===== src/rtl/mem_arb.sv =====
// mem_arb: arbitrates instruction-fetch and load/store requests onto a single
// memory port. One command is in flight at a time. Data wins by default; a
// starvation counter eventually lets a waiting fetch through.
module mem_arb #(
    parameter int STARVE_LIMIT = 4,
    parameter int AW           = 32,
    parameter int DW           = 32
) (
    input  logic          clk,
    input  logic          rst,
    input  logic          if_req_i,
    input  logic [AW-1:0] if_addr_i,
    input  logic          if_flush_i,
    output logic          if_ack_o,
    output logic [DW-1:0] if_rdata_o,
    input  logic          dm_req_i,
    input  logic          dm_we_i,
    input  logic [AW-1:0] dm_addr_i,
    input  logic [DW-1:0] dm_wdata_i,
    input  logic [3:0]    dm_sel_i,
    output logic          dm_ack_o,
    output logic [DW-1:0] dm_rdata_o,
    output logic          mem_req_o,
    output logic          mem_we_o,
    output logic [AW-1:0] mem_addr_o,
    output logic [DW-1:0] mem_wdata_o,
    output logic [3:0]    mem_sel_o,
    input  logic          mem_ack_i,
    input  logic [DW-1:0] mem_rdata_i,
    output logic          stallreq_if_o,
    output logic          stallreq_mem_o
);

    typedef enum logic [1:0] {IDLE, BUSY_IF, BUSY_DM} state_t;

    localparam int CW = (STARVE_LIMIT < 1) ? 1 : $clog2(STARVE_LIMIT + 1);
    localparam logic [CW-1:0] LIMIT = CW'(STARVE_LIMIT);

    state_t        state_q, state_d;
    logic          mem_we_q, mem_we_d;
    logic [AW-1:0] mem_addr_q, mem_addr_d;
    logic [DW-1:0] mem_wdata_q, mem_wdata_d;
    logic [3:0]    mem_sel_q, mem_sel_d;
    logic [CW-1:0] starve_cnt_q, starve_cnt_d;
    logic          drop_q, drop_d;

    logic if_ok;
    logic starve_full;

    assign if_ok       = if_req_i && !if_flush_i;
    assign starve_full = (starve_cnt_q == LIMIT);

    // Next-state, command latching on grant, and same-cycle ack/rdata steering
    always_comb begin
        state_d      = state_q;
        mem_we_d     = mem_we_q;
        mem_addr_d   = mem_addr_q;
        mem_wdata_d  = mem_wdata_q;
        mem_sel_d    = mem_sel_q;
        starve_cnt_d = starve_cnt_q;
        drop_d       = drop_q;
        if_ack_o     = 1'b0;
        if_rdata_o   = '0;
        dm_ack_o     = 1'b0;
        dm_rdata_o   = '0;
        case (state_q)
            IDLE: begin
                drop_d = 1'b0;
                // Fetch only wins when data is absent or the fetch has starved
                if (if_ok && (!dm_req_i || starve_full)) begin
                    state_d      = BUSY_IF;
                    mem_we_d     = 1'b0;
                    mem_addr_d   = if_addr_i;
                    mem_wdata_d  = '0;
                    mem_sel_d    = 4'hF;
                    starve_cnt_d = '0;
                end else if (dm_req_i) begin
                    state_d     = BUSY_DM;
                    mem_we_d    = dm_we_i;
                    mem_addr_d  = dm_addr_i;
                    mem_wdata_d = dm_wdata_i;
                    mem_sel_d   = dm_sel_i;
                    if (!if_req_i)
                        starve_cnt_d = '0;
                    else if (!starve_full)
                        starve_cnt_d = starve_cnt_q + 1'b1;
                end
            end
            BUSY_IF: begin
                if (if_flush_i)
                    drop_d = 1'b1;
                if (mem_ack_i) begin
                    state_d = IDLE;
                    drop_d  = 1'b0;
                    // A flush arriving in the ack cycle itself also kills the fetch
                    if (!drop_q && !if_flush_i) begin
                        if_ack_o   = 1'b1;
                        if_rdata_o = mem_rdata_i;
                    end
                end
            end
            BUSY_DM: begin
                if (mem_ack_i) begin
                    state_d    = IDLE;
                    dm_ack_o   = 1'b1;
                    dm_rdata_o = mem_we_q ? '0 : mem_rdata_i;
                end
            end
            default: state_d = IDLE;
        endcase
    end

    // State and command registers; reset abandons any in-flight transaction
    always_ff @(posedge clk) begin
        if (rst) begin
            state_q      <= IDLE;
            mem_we_q     <= 1'b0;
            mem_addr_q   <= '0;
            mem_wdata_q  <= '0;
            mem_sel_q    <= '0;
            starve_cnt_q <= '0;
            drop_q       <= 1'b0;
        end else begin
            state_q      <= state_d;
            mem_we_q     <= mem_we_d;
            mem_addr_q   <= mem_addr_d;
            mem_wdata_q  <= mem_wdata_d;
            mem_sel_q    <= mem_sel_d;
            starve_cnt_q <= starve_cnt_d;
            drop_q       <= drop_d;
        end
    end

    assign mem_req_o   = (state_q != IDLE);
    assign mem_we_o    = mem_we_q;
    assign mem_addr_o  = mem_addr_q;
    assign mem_wdata_o = mem_wdata_q;
    assign mem_sel_o   = mem_sel_q;

    assign stallreq_if_o  = if_req_i && !if_flush_i && !if_ack_o;
    assign stallreq_mem_o = dm_req_i && !dm_ack_o;

endmodule


===== config.mk =====
export PLATFORM = sky130hd
export DESIGN_NAME = mem_arb
export DESIGN_NICKNAME = d
export VERILOG_FILES = /design/src/rtl/mem_arb.sv
export SDC_FILE = /design/constraint.sdc
export NUM_CORES = 1
export LEC_CHECK = 0
export BUFFER_PORTS_ARGS = -buffer_cell sky130_fd_sc_hd__buf_2
export CAP_MARGIN = 30
export CORE_ASPECT_RATIO = 0.6
export CORE_UTILIZATION = 36
export CTS_CLUSTER_DIAMETER = 200
export DETAILED_ROUTE_END_ITERATION = 7
export PLACE_DENSITY = 0.81
export SLEW_MARGIN = 30
export SYNTH_ARGS = -nofsm -noshare
export SYNTH_HDL_FRONTEND = slang
export SYNTH_SLANG_ARGS = --single-unit

===== constraint.sdc =====
create_clock -name clk -period 1.55 [get_ports clk]
set_input_delay 0.2325 -clock clk [delete_from_list [all_inputs] [get_ports clk]]
set_output_delay 0.2325 -clock clk [all_outputs]
set_load 0.01 [all_outputs]

==> summary.txt <==
Pwr
  • Psw: 0.00212 W
  • Pwr dens: 858 nW/um^2
  • Combinational Power Share: 0.320
  • Peak supply drop: 893 uV
  • Static Leak: 3.55 nW
  • Internal: 0.00438 W
  • Flop pwr share: 0.340
  • Clock power share: 0.340
  • Switching share of power: 0.326

Clocking
  • CTS tree: yes
  • Clock sinks: 75
  • Clk slew on worst S/H paths: 0.07 ns
  • Max clock buf depth: 2
  • H-Tree Level Count: 3
  • Clock Tree Root: clkbuf_16
  • TritonCTS Buffers: 9
  • Worst-Skew Late Latency: 0.34 ns

Detailed routing
  • DR pass1 iterations: 5
  • Initial DRC count: 383
  • Final ANT Viol Nets: 0
  • # DRC: 0
  • Vias per inst: 5.64
  • DR vias: 5176
  • Wire per inst: 22.1 um
  • Final wirelength: 20200 um

Worst setup path
  • Reg2Reg Setup Slack: -0.12 ns
  • R2R cell count: 7
  • WP data arrival: 1.67 ns
  • Critical path launch point type: register
  • Worst r2r dst: mem_addr_o[29]
  • Critical path class: register to primary output
  • CP required: 1.32 ns
  • Crit Path Max Fanout: 16
  • Critical Path End Type: primary output
  • Crit Reg-Reg Startpoint: starve_cnt_q[1]

Cells and area
  • Fillers: 560
  • Fin util: 0.805
  • Layout cells sized above 1: 0.700
  • Multi-input logic area: 2830 um^2
  • Reg area: 1510 um^2
  • Layout Nets: 925
  • Syn-to-layout area delta: 111%
  • Final design area excluding fillers: 7580 um^2

Place
  • IO buf count: 276
  • HPWL Detailed: 9690 um
  • Placed Instance Area: 5250 um^2
  • Place WS: -0.300 ns
  • GPL Wtd Cong: 0.843

Floorplanning
  • Core Area: 9430 um^2
  • Ports: 277
  • Initial core utilization: 0.382
  • Die Span X: 131 um
  • FP Rows: 27
  • Die H: 79.4 um
  • Die area: 10400 um^2

Synthesis
  • Count leader, synth: dfxtp_1
  • Synth area leader: dfxtp_1
  • Netlist Area Pre-Place: 3600 um^2
  • Cells after Synth: 462
  • Netlist cell types: 34
  • Synth async-reset ratio: 0
  • Yosys top cell area share: 0.417
  • Post-synth net total: 606
  • Ys flop type: dfxtp_1
  • Synth top cells by count: dfxtp_1 (75), nand2_1 (69), a21oi_1 (67)
  • Dominant cells by area after synthesis: dfxtp_1 (42%), and2_1 (11%), a21oi_1 (9.3%)
  • Yosys warns: 0
  • Register area share after synthesis: 0.417
  • Avg Cell Area, Syn: 7.79 um^2
  • Synthesis-stage register bit count: 75
  • Post-synth EDFFs: 0

Timing
  • Final hold vios: 0
  • Final Setup Violations: 129
  • Clock skew: 0.00868 ns
  • Worst rel slew slack: 0.607
  • RSZ-0062 raised after global routing: yes
  • Period utilization: 1.23
  • Worst-margin pin slew: 0.587 ns
  • Final min period: 1.91 ns
  • Max Slew Vio Count: 0
  • Worst setup margin: -0.357 ns
  • Max Clock Freq: 524 MHz

Worst hold path
  • Worst hold start: dm_wdata_i[18]
  • Hold Crit Depth: 3
  • Hold Path End: mem_wdata_o[18]
  • Min-delay worst type: primary input to register

Outcome
  • Violations in the final reports: setup timing
  • Status: complete, but fails checks

GRT
  • Largest net degree at the start of global routing: 35
  • Vias in the first global route: 4484
  • First-pass GRT wire length: 23400 um
  • Total grt overflow: 0
  • Overall Global Routing Usage: 0.296
  • Antenna violations before repair: 2

Run
  • Max Cap Viol: 0
-- layer usage --
layer / wire length [um] / global-route usage / part of all wire / vias up
li1: - / - / - / 2248
met1: 8000 / 0.364 / 0.40 / 2462
met2: 9510 / 0.491 / 0.47 / 377
met3: 1940 / 0.0804 / 0.096 / 89
met4: 792 / 0.120 / 0.039 / 0
met5: 0 / 0 / 0 / -
-- metrics by stage --
step	total power, W	cells	TNS [ns]	hold slack (ns)
finish	0.00650	918	-19.95	0.133
global route	0.00672	917	-23.99	0.133
CTS	0.00586	884	-18.21	0.127
detailed placement	0.00347	849	-17.42	0.441
global placement	0.00342	849	-18.21	0.437
floorplan	0.00287	462	0	0.332
-- cell type report --
| class | instances | share of cell area |
|---|---|---|
| multi-input combinational | 347 | 0.373 |
| clock inverter | 7 | 0.0109 |
| clock buffer | 9 | 0.0297 |
| inverter | 7 | 0.00412 |
| timing repair buffer | 341 | 0.361 |
| antenna | 2 | 0.000660 |
| tap | 130 | 0.0214 |
| sequential | 75 | 0.199 |
-- timing repair --
action,in CTS,in global routing
setup buffers,9,15
cloned,10,20
gates resized for setup,94,193
endpoints found under the setup margin,140,144
pin swaps,62,122
hold buffers,0,0
-- worst max-delay path: stages (launching register included) --
cell	delay, ns
dfxtp_2	0.34
inv_2	0.09
ha_4	0.14
nand2_4	0.07
buf_12	0.13
nor2_4	0.09
buf_12	0.14
and2_1	0.17
buf_2	0.16
-- worst max-delay path by stage --
stage | from | end | slack, ns | cells after the start
global route | state_q[0] | dm_rdata_o[19] | -0.37 | 8
CTS | state_q[0] | dm_rdata_o[3] | -0.23 | 8
finish | state_q[0] | dm_rdata_o[19] | -0.36 | 8
detailed placement | state_q[0] | dm_rdata_o[28] | -0.30 | 6
global placement | state_q[0] | dm_rdata_o[15] | -0.51 | 6
floorplan | state_q[1] | if_rdata_o[10] | 0.02 | 5
-- power by group through the flow --
stage	Sequential (W)	Combinational (W)	Clock (W)
after detailed placement	0.00223	0.00124	0
final	0.00221	0.00208	0.00221
after CTS	0.00220	0.00144	0.00223
after global placement	0.00222	0.00120	0
after floorplan	0.00231	0.000560	0
after global routing	0.00223	0.00218	0.00231
-- state kept, by name (all words and copies together), names as in the netlist --
register / cells
mem_wdata_o: 32
mem_we_o: 1
state_q: 2
starve_cnt_q: 3
mem_addr_o: 32
drop_q: 1
mem_sel_o: 4
-- layout by cell type (no fill, tap or decap), types with 4 or more instances in the layout --
| cell | count |
|---|---|
| nand3_1 | 18 |
| inv_6 | 4 |
| buf_8 | 5 |
| nand3_2 | 9 |
| nand2_2 | 12 |
| nor2_1 | 37 |
| nand3_4 | 6 |
| dfxtp_1 | 71 |
| a21oi_4 | 11 |
| inv_2 | 4 |
| buf_2 | 226 |
| ha_4 | 4 |
| buf_6 | 61 |
| nand2_4 | 8 |
| clkbuf_16 | 22 |
| buf_4 | 18 |
| a21oi_2 | 32 |
| and4bb_4 | 5 |
| and2_1 | 18 |
| buf_12 | 15 |
| and2_4 | 47 |
| a211oi_2 | 31 |
| nand2_1 | 49 |
| a21oi_1 | 24 |
-- cell families after synthesis --
group / synth area share
multiplexers: 0.00313
AO/OA/AOI/OAI: 0.213
adder cells (fa/ha/maj): 0.0174
buffers and inverters: 0.0581
AND/OR/NAND/NOR: 0.291
flip-flops: 0.417
Power figures use the tool's default switching activity.
